--- src/rtl/m2_sram_arbiter.sv ---
// ============================================================================
// m2_sram_arbiter
//
// Shares the single external SRAM port between the two Milestone 2 engines:
// the fetch engine (reads pre-IDCT S' coefficients) and the write engine
// (writes packed YUV pixel pairs). Whole bursts are granted with round-robin
// fairness. A write grant is withheld while any read beat still has a data
// return ahead of it. Every SRAM command is registered, and returned read data
// is tagged with a valid strobe for the fetch engine.
//
// Ports
//   Clock, Resetn       system clock / asynchronous active-low reset
//   F_req, F_address,   fetch engine beat request, address, last-beat flag
//   F_last
//   F_gnt               fetch engine holds the port
//   F_rdata,            read data (combinational from SRAM) and its valid tag
//   F_rdata_valid
//   W_req, W_address,   write engine beat request, address, data, last flag
//   W_write_data,
//   W_last
//   W_gnt               write engine holds the port
//   SRAM_address,       registered SRAM command pins
//   SRAM_write_data,
//   SRAM_we_n
//   SRAM_read_data      SRAM read data, READ_LATENCY cycles after the address
//   burst_error         sticky: a burst reached MAX_BURST without its last beat
// ============================================================================
module m2_sram_arbiter #(
    parameter int READ_LATENCY = 2,
    parameter int MAX_BURST    = 64
) (
    input  logic        Clock,
    input  logic        Resetn,
    input  logic        F_req,
    input  logic [17:0] F_address,
    input  logic        F_last,
    output logic        F_gnt,
    output logic [15:0] F_rdata,
    output logic        F_rdata_valid,
    input  logic        W_req,
    input  logic [17:0] W_address,
    input  logic [15:0] W_write_data,
    input  logic        W_last,
    output logic        W_gnt,
    output logic [17:0] SRAM_address,
    output logic [15:0] SRAM_write_data,
    output logic        SRAM_we_n,
    input  logic [15:0] SRAM_read_data,
    output logic        burst_error
);

    localparam int CNT_W = $clog2(MAX_BURST + 1);

    typedef enum logic [1:0] {
        IDLE  = 2'd0,
        GNT_F = 2'd1,
        GNT_W = 2'd2
    } state_t;

    state_t                  state_q;
    logic                    lastServedW_q;
    logic [CNT_W-1:0]        beatCnt_q;
    logic [READ_LATENCY:0]   tagPipe_q;
    logic [17:0]             sramAddress_q;
    logic [15:0]             sramWriteData_q;
    logic                    sramWeN_q;
    logic                    burstError_q;

    logic                    readsPending;
    logic                    wEligible;
    logic                    fEligible;
    logic                    fBeat;
    logic                    wBeat;
    logic                    beatLast;
    logic [CNT_W-1:0]        beatCntInc;
    logic                    hitMax;
    logic                    burstEnd;

    // A tag in the final pipe stage is being returned this cycle, so only the
    // earlier stages represent reads whose data is still to come.
    assign readsPending = |tagPipe_q[READ_LATENCY-1:0];
    assign wEligible    = W_req & ~readsPending;
    assign fEligible    = F_req;

    assign fBeat      = (state_q == GNT_F) & F_req;
    assign wBeat      = (state_q == GNT_W) & W_req;
    assign beatLast   = fBeat ? F_last : W_last;
    assign beatCntInc = beatCnt_q + CNT_W'(1);
    assign hitMax     = (beatCntInc == CNT_W'(MAX_BURST));
    assign burstEnd   = (fBeat | wBeat) & (beatLast | hitMax);

    // Grant FSM, beat counter, read-tag pipe and registered SRAM command.
    // A granted requester keeps the port while idle (burst lock); the port
    // always drops to IDLE for one cycle between bursts.
    always_ff @(posedge Clock or negedge Resetn) begin
        if (!Resetn) begin
            state_q         <= IDLE;
            lastServedW_q   <= 1'b0;
            beatCnt_q       <= '0;
            tagPipe_q       <= '0;
            sramAddress_q   <= '0;
            sramWriteData_q <= '0;
            sramWeN_q       <= 1'b1;
            burstError_q    <= 1'b0;
        end else begin
            tagPipe_q <= {tagPipe_q[READ_LATENCY-1:0], fBeat};
            sramWeN_q <= ~wBeat;

            if (fBeat) begin
                sramAddress_q <= F_address;
            end
            if (wBeat) begin
                sramAddress_q   <= W_address;
                sramWriteData_q <= W_write_data;
            end

            if (fBeat | wBeat) begin
                beatCnt_q <= burstEnd ? '0 : beatCntInc;
            end

            if (burstEnd) begin
                state_q       <= IDLE;
                lastServedW_q <= wBeat;
                if (!beatLast) begin
                    burstError_q <= 1'b1;
                end
            end else if (state_q == IDLE) begin
                // On a tie the requester not served last wins.
                if (fEligible && wEligible) begin
                    state_q <= lastServedW_q ? GNT_F : GNT_W;
                end else if (wEligible) begin
                    state_q <= GNT_W;
                end else if (fEligible) begin
                    state_q <= GNT_F;
                end
            end
        end
    end

    assign F_gnt           = (state_q == GNT_F);
    assign W_gnt           = (state_q == GNT_W);
    assign F_rdata         = SRAM_read_data;
    assign F_rdata_valid   = tagPipe_q[READ_LATENCY];
    assign SRAM_address    = sramAddress_q;
    assign SRAM_write_data = sramWriteData_q;
    assign SRAM_we_n       = sramWeN_q;
    assign burst_error     = burstError_q;

endmodule
--- config.mk ---
export PLATFORM = sky130hd
export DESIGN_NAME = m2_sram_arbiter
export DESIGN_NICKNAME = d
export VERILOG_FILES = /design/src/rtl/m2_sram_arbiter.sv
export SDC_FILE = /design/constraint.sdc
export NUM_CORES = 1
export LEC_CHECK = 0
export ABC_AREA = 1
export BUFFER_PORTS_ARGS = -buffer_cell sky130_fd_sc_hd__buf_2
export CORE_MARGIN = 5
export CORE_UTILIZATION = 41
export CTS_BUF_LIST = sky130_fd_sc_hd__clkbuf_8
export DETAILED_ROUTE_END_ITERATION = 10
export GPL_TIMING_DRIVEN = 0
export PLACE_DENSITY = 0.85
export SLEW_MARGIN = 20
export SYNTH_ARGS = -nofsm -noshare
export SYNTH_HDL_FRONTEND = slang
export SYNTH_SLANG_ARGS = --single-unit
--- constraint.sdc ---
create_clock -name Clock -period 2.1 [get_ports Clock]
set_clock_uncertainty 0.15 [all_clocks]
set_input_delay 0.105 -clock Clock [delete_from_list [all_inputs] [get_ports Clock]]
set_output_delay 0.105 -clock Clock [all_outputs]
set_load 0.02 [all_outputs]
# After elaboration in Yosys (flattened, before gate mapping)
# Cells that the tools add are included.
dict set report word_totals {
  wordCells 39
  input_bits 74
  register_bits 49
}
dict set report classes {
  reduce_logical 8
  n_mux 10
  addsub 1
  eq_ne 3
  bitwise 9
}
# cell count
set ops {}
lappend ops {{18-bit 2-to-1 mux} 2}
lappend ops {{2-bit 2-to-1 mux} 6}
lappend ops {{7-bit by 1-bit adder with 7-bit output, second input constant} 1}
lappend ops {{7-bit equality test, second input constant} 1}
lappend ops {{7-bit 2-to-1 mux} 1}
lappend ops {{1-bit AND} 4}
lappend ops {{2-bit AND reduction} 2}
lappend ops {{2-bit nonzero test} 2}
lappend ops {{4-bit nonzero test} 1}
lappend ops {{1-bit NOT} 3}
lappend ops {{2-bit by 1-bit equality test with 1-bit output, second input constant} 1}
lappend ops {{2-bit equality test, second input constant} 1}
lappend ops {{2-bit zero test} 1}
lappend ops {{1-bit OR} 2}
lappend ops {{2-bit OR reduction} 1}
lappend ops {{1-bit logical AND} 1}
lappend ops {{1-bit 2-to-1 mux} 1}

# Logic depth before layout (Yosys ltp)
dict set report depth {
  word_depth 7
  depth_mapped 11
}

# Least setup slack after synthesis
# Ideal clock, no wire load.
dict set report synth_path {
  path_type {reg-to-reg}
  from {reg state_q[1]}
  to {reg burstError_q (netlist: burst_error)}
  setup_slack_ps 519
  synth_period_minus_slack_ps 1581
  path_stages_with_launch 8
  t_arrival_ps 1313
  cell_sequence {dfrtp_1 -> nor2_2 -> nand2_2 -> or2_4 -> o21ai_4 -> nand2_4 -> nand3_1 -> nand2_1}
}
dict set report synth_via {
  elab_chain_cells 6
  elab_cells_between_ends 10
  classes_between {2 x eq/ne; 1 x mux; 6 x bitwise; 1 x reduce/logical}
}
# item line_no
set synth_lines {}
lappend synth_lines {{start: declaration} 60} ;# state_t state_q;
lappend synth_lines {{start signal: assignment} 130} ;# state_q <= lastServedW_q ? GNT_F : GNT_W;
lappend synth_lines {{2-bit by 1-bit equality test with 1-bit output (*)} n/a}
lappend synth_lines {{named net F_gnt} 37} ;# output logic F_gnt,
lappend synth_lines {{1-bit AND (*)} 85} ;# assign fBeat = (state_q == GNT_F) & F_req;
lappend synth_lines {{1-bit 2-to-1 mux} 87} ;# assign beatLast = fBeat ? F_last : W_last;
lappend synth_lines {{1-bit OR} 90} ;# assign burstEnd = (fBeat | wBeat) & (beatLast | hitMax);
lappend synth_lines {{1-bit AND} 90}
lappend synth_lines {{2-bit AND reduction (no line) (*)} n/a}
lappend synth_lines {{end signal: assignment} 104} ;# burstError_q <= 1'b0;
lappend synth_lines {{end signal: assignment} 125} ;# burstError_q <= 1'b1;
lappend synth_lines {{end: declaration} 67} ;# logic burstError_q;
# Mark *: on every way through the listed nets, which the timed path passes. The rest lies on a longest branch.
# A chain may end at the register's enable or synchronous reset.

# Final worst setup path
dict set report layout_path {
  from {reg state_q[1]}
  to {reg sramAddress_q[0] (netlist: SRAM_address[0])}
}
dict set report layout_via {
  elab_chain_cells 3
  elab_cells_between_ends 6
  classes_between {2 x eq/ne; 1 x mux; 2 x bitwise; 1 x reduce/logical}
}
# item line_no
set layout_lines {}
lappend layout_lines {{2-bit equality test / 2-bit by 1-bit equality test with 1-bit output (equally long branches)} {86, 85}}
lappend layout_lines {{1-bit AND, on equally long branches} {86, 85}}
lappend layout_lines {{18-bit 2-to-1 mux / 2-bit nonzero test (equally long branches)} n/a}
lappend layout_lines {{end signal: assignment} 110} ;# sramAddress_q <= F_address;
lappend layout_lines {{end signal: assignment} 113} ;# sramAddress_q <= W_address;
lappend layout_lines {{end: declaration} 64} ;# logic [17:0] sramAddress_q;
# Parallel ways exist; a longest one is shown, timed or not.

==> metrics <==
outcome=finished clean; number of sinks driven by the clock tree=between 40 and 50; clock-pin transition on the worst setup and hold timing paths=0.09 ns; combined global-route utilization of all metal layers=between 20 and 25%; routed length per placed instance=~15 um; time the final worst path needs with I/O delays and setup=a little under 2 ns; Max clock buf depth=2; capturing element type of the critical path=register; antenna violations before repair=0; final instance area=3650 um2; flop-to-flop setup slack=roughly 0.18 ns; total via count in the routed design=~2,500; number of warnings issued by yosys=0; # DRC=0; remaining antenna violation count after routing=0; hpwl dp=between 4000 and 5000 um; master cell of the clock root buffer=sky130_fd_sc_hd__clkbuf_8; setup repair after global routing missed its margin=no; cell with the most instances after synthesis=sky130_fd_sc_hd__nand2_1; CTS tree=built; Top-Level Pins=129; most instantiated flip-flop cell in the synthesis netlist=sky130_fd_sc_hd__dfrtp_1; number of maximum-capacitance constraint violations=0; Total Die Area=between 7000 and 8000 um2; classification of the worst setup path=register to register; critical register-to-register path endpoint=SRAM_address[0]; cell at the slowest stage of the critical path=sky130_fd_sc_hd__dlygate4sd3_1; Cell Pwr Density=roughly 1200 nW/um2; Final setup violation count=0; pin count of the biggest net entering global routing=50; std cell rows=27; maximum net fanout on the critical path=10; leakage power total=around 2.0 nW; FFs w/ async S/R, synth=between 90% and 100%; number of stages on the worst hold path=3; max-slew violation count=0; Crit path required time=about 2.2 ns; Hold/Removal Path Class=primary input to register; list of cells traversed by the critical path=inv_2 > nor2_2 > nand2_4 > nand2_8 > buf_6 > o21ai_0 > o21ai_1 > dlygate4sd3_1; area share of the largest cell type after synthesis=about half; via count of the first global-routing pass=~2,700; part of the cycle the worst path needs=91.6%; largest area contributor in the synthesized netlist=sky130_fd_sc_hd__dfrtp_1; overall power of the completed layout=roughly 4.2 mW; syn nets=approximately 350; # port buffers=112; via count normalized by instance count=approximately 4.8; number of enable flip-flop cells after synthesis=0; count of antenna diodes in the layout=0; y dimension of the die=between 80 and 90 um; global route total overflow=0; H-tree depth reported by CTS=2; area added between synthesis and finish=55.2%; insertion delay to the later sink of the worst-skew pair=roughly 0.31 ns; launch point of the worst reg-to-reg path=state_q[1]; leading post-synthesis cells by cell area=sky130_fd_sc_hd__dfrtp_1 51%, sky130_fd_sc_hd__nand2_1 15%, sky130_fd_sc_hd__buf_4 5.1%, sky130_fd_sc_hd__o21ai_0 4.5%, sky130_fd_sc_hd__o21ai_1 4.0%; Synth Cell Area=between 2000 and 2500 um2; final-report hold violation count=0; endpoint with the worst hold slack=SRAM_address[12]; number of cells produced by synthesis=~280; remaining max-slew budget at the tightest pin=between 60% and 70%; Data arrival, critical path=2.02 ns; per-instance average area after synthesis=8.51 um2; layout net count=around 520; number of inserted filler cells in the final layout=approximately 420; count of cells along the worst register-to-register path=8; Max rail drop VDD=~0.90 mV; Die X-Extent=~86 um; Routability Congestion=around 0.85; peak clock frequency supported by timing=~520 MHz; Std-Cell Core Area=approximately 5500 um2; total of flip-flops plus latches after synthesis=49; Initial DRT Pass Iterations=5; cell area reported after detailed placement=around 3000 um2; layout cells sized above 1=37.0%; type of origin of the critical path=register; Worst Max-Slew Pin Slew=a little under 0.6 ns; number of violations reported at the end of detailed-routing iteration 0=roughly 160; Fin Setup TNS=0 ns; delay of the slowest cell on the worst path=roughly 0.55 ns; Detailed Route WL=7570 um; library cells used by synthesis=29; most frequent cells after synthesis=93 x sky130_fd_sc_hd__nand2_1, 48 x sky130_fd_sc_hd__dfrtp_1, 22 x sky130_fd_sc_hd__nor2_1, 21 x sky130_fd_sc_hd__o21ai_0, 19 x sky130_fd_sc_hd__o21ai_1; hold_sp=F_address[12]; initial cell density of the core=between 40% and 50%; global-route wire length before repair=12,400 um; clock buffer count from CTS=5; portion of the post-synthesis area used by sequential elements=between 50% and 60%
==> power by group <==
part           internal, mW  switching (mW)
combinational         0.752            1.28
sequential             1.34           0.239
clock                 0.298           0.311
==> logic make-up after synthesis <==
group,synth area share (%)
fa+ha+maj,0.532
xor+xnor,0.746
flops,52.2
compound gates,12.3
simple gates,24.2
buf+inv,10.0
==> repair_timing <==
action,4_1_cts,5_1_grt
hold endpoints to repair,83,0
hold buffers,52,0
setup buffers,0,1
gates resized for setup,0,2
setup endpoints to repair,0,1
==> stage by stage <==
stage          utilization [%]  std cells  setup slack [ns]  hold WS (ns)
2_1_floorplan                -        276             0.519        -0.341
3_3_place_gp              54.2        460             0.457         0.149
3_5_place_dp              54.2        460             0.401         0.152
4_1_cts                   65.4        520            0.0577       0.00286
5_1_grt                   65.8        521            0.0314        0.0126
6_report                  65.8        521             0.177       0.00740
==> routing by layer <==
metal / vias up / share of wire, % / wire (um) / GRT usage [%]
met2: 130 / 51 / 3850 / 38.0
met5: - / 0 / 0 / 0
met3: 22 / 7.6 / 578 / 5.19
li1: 1207 / - / - / -
met4: 0 / 3.2 / 240 / 10.5
met1: 1150 / 38 / 2910 / 24.2
==> state kept, by name, summed over array words and instances, names as in the netlist <==
register / flops
beatCnt_q: 7
SRAM_we_n: 1
SRAM_write_data: 16
burst_error: 1
state_q: 2
SRAM_address: 18
lastServedW_q: 1
tagPipe_q: 3
==> layout by cell type (no fill, tap or decap) <==
cell type / instances
sky130_fd_sc_hd__a21boi_1: 2
sky130_fd_sc_hd__a21boi_2: 1
sky130_fd_sc_hd__a21oi_1: 1
sky130_fd_sc_hd__a21oi_2: 3
sky130_fd_sc_hd__buf_2: 116
sky130_fd_sc_hd__buf_4: 18
sky130_fd_sc_hd__buf_6: 3
sky130_fd_sc_hd__clkbuf_1: 3
sky130_fd_sc_hd__clkbuf_8: 7
sky130_fd_sc_hd__clkinv_2: 1
sky130_fd_sc_hd__dfrtp_1: 48
sky130_fd_sc_hd__dfstp_2: 1
sky130_fd_sc_hd__dlygate4sd3_1: 52
sky130_fd_sc_hd__ha_1: 1
sky130_fd_sc_hd__inv_1: 8
sky130_fd_sc_hd__inv_2: 4
sky130_fd_sc_hd__nand2_1: 93
sky130_fd_sc_hd__nand2_2: 3
sky130_fd_sc_hd__nand2_4: 2
sky130_fd_sc_hd__nand2_8: 1
sky130_fd_sc_hd__nand3_1: 5
sky130_fd_sc_hd__nand3_2: 1
sky130_fd_sc_hd__nand3b_1: 1
sky130_fd_sc_hd__nand4_1: 3
sky130_fd_sc_hd__nor2_1: 22
sky130_fd_sc_hd__nor2_2: 3
sky130_fd_sc_hd__o21a_1: 1
sky130_fd_sc_hd__o21ai_0: 21
sky130_fd_sc_hd__o21ai_1: 19
sky130_fd_sc_hd__o21ai_4: 1
sky130_fd_sc_hd__o21bai_1: 1
sky130_fd_sc_hd__or2_4: 1
sky130_fd_sc_hd__xor2_1: 2
==> critical path: cells and delay by family, from the launching register on <==
kind	cells	cell delay, ns
and+or+nand+nor	3	0.38
buffers and inverters	3	0.74
AOI/OAI and AO/OA	2	0.19
DFF	1	0.40
==> worst max-delay path by stage <==
stage / slack, ns / depth (start not counted) / endpoint / startpoint
after global routing: 0.03 / 8 / SRAM_address[0] / state_q[1]
after CTS: 0.06 / 8 / SRAM_address[0] / state_q[1]
after floorplan: 0.52 / 7 / burst_error / state_q[1]
after global placement: 0.46 / 10 / lastServedW_q / beatCnt_q[0]
after detailed placement: 0.40 / 10 / lastServedW_q / beatCnt_q[0]
final: 0.18 / 8 / SRAM_address[0] / state_q[1]
==> layout make-up <==
cell class                 instances  area, um2  share of cell area, %
sequential                        49       1230                   33.7
timing repair buffer             165       1090                   29.9
multi-input combinational        188        901                   24.7
buffer                            27        190                   5.22
clock buffer                       7       96.3                   2.64
tap                               72       90.1                   2.47
inverter                          12       45.0                   1.24
clock inverter                     1       5.00                  0.137
Power figures use the tool's default switching activity.
